$ cat config.mk
export PLATFORM = sky130hd
export DESIGN_NAME = stage_sequencer
export DESIGN_NICKNAME = d
export VERILOG_FILES = /design/src/rtl/stage_sequencer.sv
export SDC_FILE = /design/constraint.sdc
export NUM_CORES = 1
export LEC_CHECK = 0
export CORE_MARGIN = 5
export CORE_UTILIZATION = 45
export CTS_CLUSTER_DIAMETER = 120
export DETAILED_ROUTE_END_ITERATION = 12
export HOLD_SLACK_MARGIN = 0.1
export PLACE_DENSITY = 0.7
export SLEW_MARGIN = 40
export SYNTH_ARGS = -nofsm -noshare
export SYNTH_HDL_FRONTEND = slang
export SYNTH_SLANG_ARGS = --single-unit
$ cat constraint.sdc
create_clock -name clk -period 2.55 [get_ports clk]
set_input_delay 0.51 -clock clk [delete_from_list [all_inputs] [get_ports clk]]
set_output_delay 0.51 -clock clk [all_outputs]
set_load 0.02 [all_outputs]
$ cat src/rtl/stage_sequencer.sv
// stage_sequencer: walks the network through stages 1..37 one at a time.
// For each stage it pulses calc_start, then waits for the engine's
// calc_done strobe. After the FC stage (37) it shows stage 38 (RESULT)
// for one cycle with net_done and returns to idle.
// Optional feature macro SEQ_TIMEOUT_EN: adds a wait counter that aborts
// the run with a sticky error flag once TIMEOUT_CYCLES wait cycles pass
// without calc_done. When the macro is undefined, error is tied low.
module stage_sequencer #(
    parameter int TIMEOUT_CYCLES = 65535
) (
    input  logic       clk,
    input  logic       rst,
    input  logic       start,
    output logic       busy,
    output logic [5:0] stage,
    output logic [2:0] stage_type,
    output logic       calc_start,
    input  logic       calc_done,
    output logic       net_done,
    output logic       error
);

    typedef enum logic [1:0] {
        S_IDLE  = 2'd0,
        S_ISSUE = 2'd1,
        S_WAIT  = 2'd2,
        S_FIN   = 2'd3
    } state_t;

    localparam logic [5:0] STG_IDLE      = 6'd0;
    localparam logic [5:0] STG_GLOBAL_DW = 6'd1;
    localparam logic [5:0] STG_FC        = 6'd37;
    localparam logic [5:0] STG_RESULT    = 6'd38;

    state_t     state_q, state_d;
    logic [5:0] stage_q, stage_d;

`ifdef SEQ_TIMEOUT_EN
    localparam int CNT_W = (TIMEOUT_CYCLES < 2) ? 1 : $clog2(TIMEOUT_CYCLES + 1);
    localparam logic [CNT_W-1:0] CNT_LAST = CNT_W'(TIMEOUT_CYCLES - 1);

    logic             error_q, error_d;
    logic [CNT_W-1:0] wait_cnt_q, wait_cnt_d;
`endif

    // Control registers: state, stage id, and (optionally) timeout bookkeeping
    always_ff @(posedge clk) begin
        if (rst) begin
            state_q    <= S_IDLE;
            stage_q    <= STG_IDLE;
`ifdef SEQ_TIMEOUT_EN
            error_q    <= 1'b0;
            wait_cnt_q <= '0;
`endif
        end else begin
            state_q    <= state_d;
            stage_q    <= stage_d;
`ifdef SEQ_TIMEOUT_EN
            error_q    <= error_d;
            wait_cnt_q <= wait_cnt_d;
`endif
        end
    end

    // Next-state logic: start only accepted in idle, calc_done only in wait
    always_comb begin
        state_d = state_q;
        stage_d = stage_q;
`ifdef SEQ_TIMEOUT_EN
        error_d    = error_q;
        wait_cnt_d = wait_cnt_q;
`endif
        case (state_q)
            S_IDLE: begin
                if (start) begin
                    state_d = S_ISSUE;
                    stage_d = STG_GLOBAL_DW;
`ifdef SEQ_TIMEOUT_EN
                    error_d = 1'b0;
`endif
                end
            end
            S_ISSUE: begin
                state_d = S_WAIT;
`ifdef SEQ_TIMEOUT_EN
                wait_cnt_d = '0;
`endif
            end
            S_WAIT: begin
                if (calc_done) begin
                    if (stage_q == STG_FC) begin
                        state_d = S_FIN;
                        stage_d = STG_RESULT;
                    end else begin
                        state_d = S_ISSUE;
                        stage_d = stage_q + 6'd1;
                    end
                end
`ifdef SEQ_TIMEOUT_EN
                else if (wait_cnt_q == CNT_LAST) begin
                    state_d = S_IDLE;
                    stage_d = STG_IDLE;
                    error_d = 1'b1;
                end else begin
                    wait_cnt_d = wait_cnt_q + CNT_W'(1);
                end
`endif
            end
            S_FIN: begin
                state_d = S_IDLE;
                stage_d = STG_IDLE;
            end
            default: begin
                state_d = S_IDLE;
                stage_d = STG_IDLE;
            end
        endcase
    end

    // Outputs: state-decoded strobes and the combinational stage-type decode
    always_comb begin
        busy       = (state_q != S_IDLE);
        calc_start = (state_q == S_ISSUE);
        net_done   = (state_q == S_FIN);
        stage      = stage_q;
        case (stage_q)
            6'd1, 6'd8, 6'd20, 6'd26, 6'd32:
                stage_type = 3'd1;
            6'd4, 6'd15:
                stage_type = 3'd2;
            6'd3, 6'd5, 6'd6, 6'd7, 6'd9, 6'd10, 6'd13, 6'd14,
            6'd16, 6'd17, 6'd18, 6'd19, 6'd21, 6'd22, 6'd24, 6'd25,
            6'd27, 6'd28, 6'd30, 6'd31, 6'd33, 6'd34:
                stage_type = 3'd3;
            6'd2, 6'd12:
                stage_type = 3'd4;
            6'd36:
                stage_type = 3'd5;
            6'd11, 6'd23, 6'd29, 6'd35:
                stage_type = 3'd6;
            6'd37:
                stage_type = 3'd7;
            default:
                stage_type = 3'd0;
        endcase
    end

`ifdef SEQ_TIMEOUT_EN
    assign error = error_q;
`else
    assign error = 1'b0;
`endif

endmodule
==> results_dict.tcl <==
set metrics [dict create \
    status "finished, final reports clean" \
    synth-simple-area-share_pct 31.1 \
    grt_start_max_net_pins 15 \
    cp-end-kind "flip-flop" \
    vias 979 \
    track_usage_pct 19.2 \
    total_power_w 0.000414 \
    clock-sinks 11 \
    setup_viol 0 \
    synth_cells 111 \
    ant_nets 0 \
    start_util_pct 46.8 \
    period_needed_ps 2470 \
    die_w_um 55.2 \
    hp-start "state_q[0]" \
    period_share_pct 96.9 \
    root_buffer "clkbuf_4" \
    synthFlopType "dfxtp_1" \
    whs_ps 682 \
    dp.cells 172 \
    yosysWarnings 0 \
    async_flop_share_pct 0 \
    insertion_delay_ps 270 \
    totalWireLength_mm 2.41 \
    peakVddDrop_uv 291 \
    yosysSeqAreaShare_pct 24.0 \
    synth_seq_cells 11 \
    area_growth_pct 42.5 \
    cts_max_level 1 \
    hold_violations 0 \
    antenna_found_initial 0 \
    cp.arrival_ps 2670 \
    drive_gt1_share_pct 26.2 \
    firstDrtPassIters 5 \
    regArea_um2 220 \
    yosys.area.top_type "dfxtp_1" \
    synth_xor_area_share_pct 0 \
    ctsHoldBuffers 0 \
    synth_top_area_share_pct 24.0 \
    finalClockSkew_ps 2.04 \
    synth_compound_area_share_pct 18.7 \
    ctsResizeCount 0 \
    hold_class "flip-flop to flip-flop" \
    start_kind "input pin" \
    place_hpwl_mm 1.91 \
    cts_setup_buffers 0 \
    required_ps 2750 \
    synth_top_family_by_area "simple AND/OR/NAND/NOR gates" \
    die_area_um2 3040 \
    cts_tree "done" \
    routabilityCongestion 0.926 \
    synth_fp_nets 123 \
    grt-ovfl-total 0 \
    synth_area_leaders "dfxtp_1, ha_1, mux2i_1" \
    cts_buffers 3 \
    drt_iter0_markers 18 \
    multiInputGateArea_um2 651 \
    diodes 0 \
    power_density_nw_per_um2 317 \
    die_h_um 55.2 \
    clk_pin_slew_ps 70 \
    worstSetupStartpoint "start" \
    synthAdderAreaFrac_pct 10.9 \
    drc 0 \
    grt_pass1_vias 997 \
    path_max_fanout 3 \
    clk_path_buf_depth 2 \
    layout.nets 162 \
    maxCapViolations 0 \
    p_leak_nw 0.586 \
    r2r-start "state_q[1]" \
    fmax_ghz 0.405 \
    stdcell_count 176 \
    rows 16 \
    synth_area_um2 918 \
    via_per_inst 5.56 \
    io_pins 17 \
    avgRoutedWirePerCell_um 13.7 \
    synth_cell_types 51 \
    syn_area_per_cell_um2 8.27 \
    grt_pass1_wl_mm 4.15 \
    synthMuxAreaShare_pct 7.63 \
    n_fill_cell 207 \
    utilization_pct 66.7 \
    core_um2 1960 \
    rsz0062_at_grt "false" \
    critPathKind "input pin to flip-flop" \
    synth_edf_count 0 \
    maxSlewViolCount 0 \
    place.port_buffers 15 \
]
worst max-delay path, stage by stage:
cell             delay (ps)
clkdlybuf4s50_1         490
or3b_1                  410
o311ai_2                110
nand2_2                 130
nand2b_4                 90
inv_2                    30
or2_4                   240
or4_1                   460
a32oi_1                 200
sequential cells by signal (all words and copies together) (netlist names):
register,flops
stage_type,3
state_q,2
stage,6
worst paths after layout:
path | to | cells after the start | slack [ps]
max reg2reg | stage_type[1] | 6 | 130
min | state_q[0] | 1 | 680
min reg2reg | state_q[0] | 1 | 680
max | stage_type[1] | 9 | 80
synth_stat cells, types with 2 or more instances:
library cell and n:
buf_2 3, inv_1 7, and3b_1 2, a21oi_1 4
nor3_1 3, and2_1 2, ha_1 8, nand2_1 4
nor2b_1 2, dfxtp_1 11, mux2i_1 7, or2_2 2
or3b_1 2, o221ai_1 2, nand3_1 2, and3_1 2
nor2_1 9, clkbuf_1 2, buf_4 2, a32oi_1 2
nand4_1 3
placed cells by master (no fill, tap or decap), types with 2 or more instances in the layout:
master and n:
a21oi_1 4, a32oi_1 2, and2_1 2, and3_1 2, and3b_1 2, buf_4 26, clkbuf_4 3, clkdlybuf4s50_1 14
dfxtp_1 11, ha_1 8, inv_1 7, mux2i_1 7, nand2_1 4, nand3_1 2, nand4_1 3, nor2_1 9
nor2b_1 2, nor3_1 3, o221ai_1 2, or2_2 2, or3b_1 2
report_power, final:
part           leakage [nW]  internal [W]  switching [W]
combinational         0.482     0.0000545      0.0000501
sequential           0.0896      0.000178      0.0000106
clock                0.0150     0.0000606      0.0000604
total                 0.586      0.000293       0.000121
final cells by class:
type / instances / area share, %
Sequential cell: 11 / 16.8
Inverter: 8 / 2.29
Tap cell: 27 / 2.58
Clock buffer: 4 / 2.01
Timing Repair Buffer: 41 / 26.6
Multi-Input combinational cell: 85 / 49.7
per-layer routing:
| metal | track usage (%) | up-vias | wire length (um) |
|---|---|---|---|
| met1 | 21.2 | 454 | 1000 |
| met4 | 13.0 | 0 | 76 |
| met2 | 34.3 | 35 | 1200 |
| met3 | 2.14 | 7 | 131 |
| met5 | 0 | - | 0 |
| li1 | - | 483 | - |
cells by family (layout without fill, tap and decap cells):
logic type	Yosys count	count (layout)
compound gates	23	23
fa+ha+maj	8	8
buf+inv	15	53
flops	11	11
mux	7	7
other cells	1	1
simple gates	46	46
through the flow:
| step | setup slack [ps] | setup TNS, ps | cell area (um2) |
|---|---|---|---|
| 2_1_floorplan | 198 | 0 | 918 |
| 3_3_place_gp | -233 | -485 | 1260 |
| 3_5_place_dp | -249 | -655 | 1260 |
| 4_1_cts | 28.9 | 0 | 1290 |
| 5_1_grt | 7.15 | 0 | 1310 |
| 6_report | 78.8 | 0 | 1310 |
Note: power is estimated with default switching activity, not from simulation.
==> RTL change 1, RTL diff (same flow settings) <==
Register the inputs `start` and `calc_done` before use, without a reset. The logic sees them one clock later.
--- a/src/rtl/stage_sequencer.sv
+++ b/src/rtl/stage_sequencer.sv
@@ -31,6 +31,14 @@
     localparam logic [5:0] STG_GLOBAL_DW = 6'd1;
     localparam logic [5:0] STG_FC        = 6'd37;
     localparam logic [5:0] STG_RESULT    = 6'd38;
+
+    logic start_q;
+    logic calc_done_q;
+
+    always_ff @(posedge clk) begin
+        start_q     <= start;
+        calc_done_q <= calc_done;
+    end
 
     state_t     state_q, state_d;
     logic [5:0] stage_q, stage_d;
@@ -72,7 +80,7 @@
 `endif
         case (state_q)
             S_IDLE: begin
-                if (start) begin
+                if (start_q) begin
                     state_d = S_ISSUE;
                     stage_d = STG_GLOBAL_DW;
 `ifdef SEQ_TIMEOUT_EN
@@ -87,7 +95,7 @@
 `endif
             end
             S_WAIT: begin
-                if (calc_done) begin
+                if (calc_done_q) begin
                     if (stage_q == STG_FC) begin
                         state_d = S_FIN;
                         stage_d = STG_RESULT;
Function: changed (Yosys sat finds a counterexample within 4 cycles, from zero or initial values and one cycle with rst high).
==> RTL change 1 against the unedited design <==
- combinational power grew 17%
- synthesized area rose by 9.5%
- worst setup slack improved by 0.025 ns
- wire length down 3.1%
- clock power increased by 6%
- via count shrank 6.7%
- global-route usage is 3.6 points lower
- sequential cell count up 2
- design area down 1.8%
- total power is 13% higher
- utilization fell by 7.5 points
- die area rose by 7.8%
- first-iteration DRC count up 22%
- largest power group unchanged
==> RTL change 1: results (changes against the unedited design) <==
** Logic synthesis
- Sequential area share after synthesis :: 0.259 (was 0.240)
- Warning count from the yosys run :: 0 (unchanged)
- Count of unique library cells instantiated by Yosys :: 47 (was 51)
- Number of instances in the synthesized netlist :: 117 (was 111)
- The synthesized net count came to 129 (was 123).
- Top cells by instance count after synthesis: 13 x dfxtp_1, 9 x inv_1, 8 x ha_1 (was 11 x dfxtp_1, 9 x nor2_1, 8 x ha_1).
- Cell types occupying the most area after synthesis :: dfxtp_1 26%, ha_1 10%, mux2i_1 6.0% (was dfxtp_1 24%, ha_1 11%, mux2i_1 7.6%)

** Global route
- Number of global-route vias before repair :: 859 (was 997)
- Antenna violations before repair :: 0 (unchanged)
- Tot GR Track Use :: 0.156 (was 0.192)
- The wire length of the first global-routing pass came to 4.01 mm (was 4.15 mm).
- Pin count of the biggest net entering global routing :: 13 (was 15)

** Setup path
- The critical path startpoint category is a register (was input port).
- Cell with the largest stage delay on the worst path :: o311a_1 (was clkdlybuf4s50_1)
- The largest fanout of any net on the critical path came to 4 (was 3).
- The delay of the slowest critical-path stage was 0.43 ns (was 0.49 ns).
- The endpoint arrival time on the critical path was 2.61 ns (was 2.67 ns).
- The number of cells on the worst reg-to-reg path is 11 (was 6).

** Cells and area
- The proportion of layout cells with a drive suffix above 1 was 0.203 (was 0.262).
- The number of inserted diodes was 0 (unchanged).
- Count of filler cells inserted in the layout :: 200 (was 207)
- The utilization of the core after routing is 0.592 (was 0.667).
- Final Instance Count excl. Fillers :: 166 (was 176)
- Layout Nets :: 151 (was 162)

** Min path
- The number of cells on the worst hold path is 2 (was 1).
- Hold Path Class :: register to register (unchanged)

** Place
- Post-place setup slack :: -0.000391 ns (was -0.249 ns)
- The instance count after placement with tap cells included is 161 (was 172).
- Final RePlAce weighted congestion :: 0.834 (was 0.926)
- The total cell area at the placement stage was 0.00122 mm^2 (was 0.00126 mm^2).
- HPWL Detailed :: 1.81 mm (was 1.91 mm)

** Clock network
- The number of buffers created by CTS came to 3 (unchanged).
- The maximum root-to-sink buffer count was 2 (unchanged).
- Buffer type at the clock tree root :: clkbuf_4 (unchanged)
- Clock latency on the worst-skew pair, taken at its later pin, is 0.28 ns.

** Detailed routing
- The number of vias after detailed routing was 913 (was 979).
- The number of DRC markers in iteration 0 came to 22 (was 18).
- The total detailed-routing wirelength came to 2.34 mm (was 2.41 mm).
- The number of detailed-routing iterations run before antenna repair was 4 (was 5).

** STA
- Clock tree skew after final layout :: 0.00312 ns (was 0.00204 ns)
- For the pin with the worst max-slew slack, the measured transition is 0.516 ns.

** Pwr
- Max IR drop VDD :: 0.000316 V (was 0.000291 V)
- Leakage power :: 0.497 nW (was 0.586 nW)

** Run status
- Status :: completed (unchanged)
## RTL change 1: worst max-delay path: cells and delay by family (launching register included)
family,cells,cell delay (ns)
AO/OA/AOI/OAI,4,0.86
adder cells (fa/ha/maj),2,0.41
flip-flops,1,0.34
AND/OR/NAND/NOR,2,0.29
buffers and inverters,2,0.16
multiplexers,1,0.28
## RTL change 1: cell type report
cell class / count / area share
repair buffers: 27 / 0.187
inverters: 9 / 0.0263
multi-input cells: 85 / 0.537
flip-flops and latches: 13 / 0.203
well taps: 28 / 0.0273
clock buffers: 4 / 0.0204
## RTL change 1: report_power, final
group / switching, mW / internal [mW] / total, mW / leakage [nW]
registers: 0.00812 / 0.211 / 0.219 / 0.107
clock network: 0.0671 / 0.0608 / 0.128 / 0.0150
logic: 0.0620 / 0.0605 / 0.123 / 0.375
## RTL change 1: path summary, 6_finish.rpt
path,startpoint,to,slack (ns)
setup / recovery,stage[1],stage_type[2],0.10
hold / removal,start_q,state_q[0],0.54
setup reg to reg,stage[1],stage_type[2],0.10
hold reg to reg,start_q,state_q[0],0.54
## RTL change 1: cells by family (layout without fill, tap and decap cells)
family	after synthesis	after routing	share of synthesized area
adder cells (fa/ha/maj)	8	8	0.0995
AO/OA/AOI/OAI	27	27	0.235
flip-flops	13	13	0.259
XOR/XNOR	1	1	0.00871
buffers and inverters	19	40	0.0821
AND/OR/NAND/NOR	41	41	0.241
multiplexers	7	7	0.0709
other	1	1	0.00373
## RTL change 1: repair_timing
item / CTS / global route
endpoints found under the setup margin: 2 / 3
setup buffers: 0 / 1
pin swaps: 0 / 1
resized for setup: 1 / 6
## RTL change 1: layer usage
layer | vias up | GRT usage | part of all wire | wire length (um)
met5 | - | 0 | 0 | 0
li1 | 463 | - | - | -
met1 | 428 | 0.200 | 0.46 | 1080
met3 | 5 | 0.0226 | 0.026 | 60
met4 | 0 | 0.0927 | 0.025 | 59
met2 | 17 | 0.246 | 0.48 | 1130
==> RTL change 2, RTL diff (same flow settings) <==
Without the edit above. Build with the macro `SEQ_TIMEOUT_EN` defined.
--- a/src/rtl/stage_sequencer.sv
+++ b/src/rtl/stage_sequencer.sv
@@ -5,6 +5,8 @@
 // Optional feature macro SEQ_TIMEOUT_EN: adds a wait counter that aborts
 // the run with a sticky error flag once TIMEOUT_CYCLES wait cycles pass
 // without calc_done. When the macro is undefined, error is tied low.
+`define SEQ_TIMEOUT_EN
+
 module stage_sequencer #(
     parameter int TIMEOUT_CYCLES = 65535
 ) (
Behaviour: no difference found for any inputs over 10 cycles, from zero or initial values and one cycle with rst high; that may be too few to reach the edited logic, so the function may still have changed.
==> RTL change 2 against the unedited design <==
- the flow now finishes with violations (negative setup slack)
- maximum frequency is 9.2% lower
- die area up 69%
- wire length is 100% higher
- worst setup slack worse by 0.25 ns
- design area rose by 110%
- sequential cell count grew 17
- utilization increased by 6.4 points
- global-route usage hardly changed
- total power up 140%
- synthesized area increased by 87%
==> RTL change 2: results (changes against the unedited design) <==
** Run status
- Status: complete, but fails checks (was completed).
- Violations in the final reports :: negative setup slack

** Cells and area
- The post-layout net count came to 310 (was 162).
- The proportion of layout cells with a drive suffix above 1 was 0.376 (was 0.262).
- Flip-flop count of the largest register after layout :: 16 (was 6)

** Pwr
- The clock network power was 0.359 mW (was 0.121 mW).
- Total internal power :: 0.738 mW (was 0.293 mW)
- The leakage power came to 1.13 nW (was 0.586 nW).
- Share of total power in combinational logic :: 0.172 (was 0.252)
- The highest ir drop seen on vdd came to 0.000253 V (was 0.000291 V).

** Clock network
- The count of instances resized after the clock tree is built was 6 (was 0).
- Clock transition at path regs :: 0.10 ns (was 0.07 ns)

** Setup path
- The slowest cell on the critical path is or4_4 (was clkdlybuf4s50_1).

** Detailed routing
- The per-cell routed wire length came to 14.1 um (was 13.7 um).
- Final wirelength :: 4.84 mm (was 2.41 mm)
- The number of DRC markers in iteration 0 came to 67 (was 18).
- The wire length on met3 came to 124 um (was 131 um).
- Vias post-DR :: 1,864 (was 979)

** Min path
- The number of cells on the worst hold path came to 2 (was 1).

** STA
- The final setup violation count was 3 (was 0).
- The final hold slack was 0.532 ns (was 0.682 ns).
- Smallest setup slack after layout :: -0.173 ns (was 0.0788 ns)

** Logic synthesis
- Sequential area share after synthesis :: 0.326 (was 0.240)
- Count of unique library cells instantiated by Yosys :: 53 (was 51)
- Cell types occupying the most area after synthesis :: dfxtp_1 33%, ha_1 7.3%, nor2_1 6.1% (was dfxtp_1 24%, ha_1 11%, mux2i_1 7.6%)
- Top cells by instance count after synthesis: 28 x dfxtp_1, 28 x nor2_1, 13 x inv_1 (was 11 x dfxtp_1, 9 x nor2_1, 8 x ha_1).
- Adder-cell share of the synthesized area :: 0.0728 (was 0.109)

** Place
- Area of placed instances :: 0.00247 mm^2 (was 0.00126 mm^2)
- The count of buffers inserted at the top-level ports came to 16 (was 15).
- Post-Place Cells :: 331 (was 172)

** Global route
- Met1 Use GR :: 0.222 (was 0.212)
- Pin count of the biggest net entering global routing :: 17 (was 15)
- Tot GR Track Use :: 0.192 (about the same)
RTL change 2: cell count changes in the layout (fill, tap and decap cells not counted), sizes merged, moves of 4 or more:
cell / unedited run / this run
buf: 26 / 74
mux2i: 7 / 3
inv: 8 / 13
nand2: 5 / 12
nor3: 4 / 10
nor2: 9 / 28
dfxtp: 11 / 28
and2: 2 / 6
xor2: 0 / 9
nand3: 2 / 8
a21o: 1 / 5
nand4: 3 / 7
a21oi: 4 / 11
RTL change 2: worst max-delay path: cells and delay by family, from the launching register on:
kind	cells	cell delay (ns)
AOI/OAI and AO/OA	3	0.58
adders and majority gates	2	0.25
buffers and inverters	2	0.15
DFF	1	0.33
and+or+nand+nor	6	1.35
RTL change 2: layout make-up:
cell class                 instances  area share
clock inverter                     1      0.0111
timing repair buffer              90       0.276
inverter                          13      0.0181
tap                               48      0.0223
clock buffer                       3      0.0153
multi-input combinational        160       0.446
sequential                        28       0.212
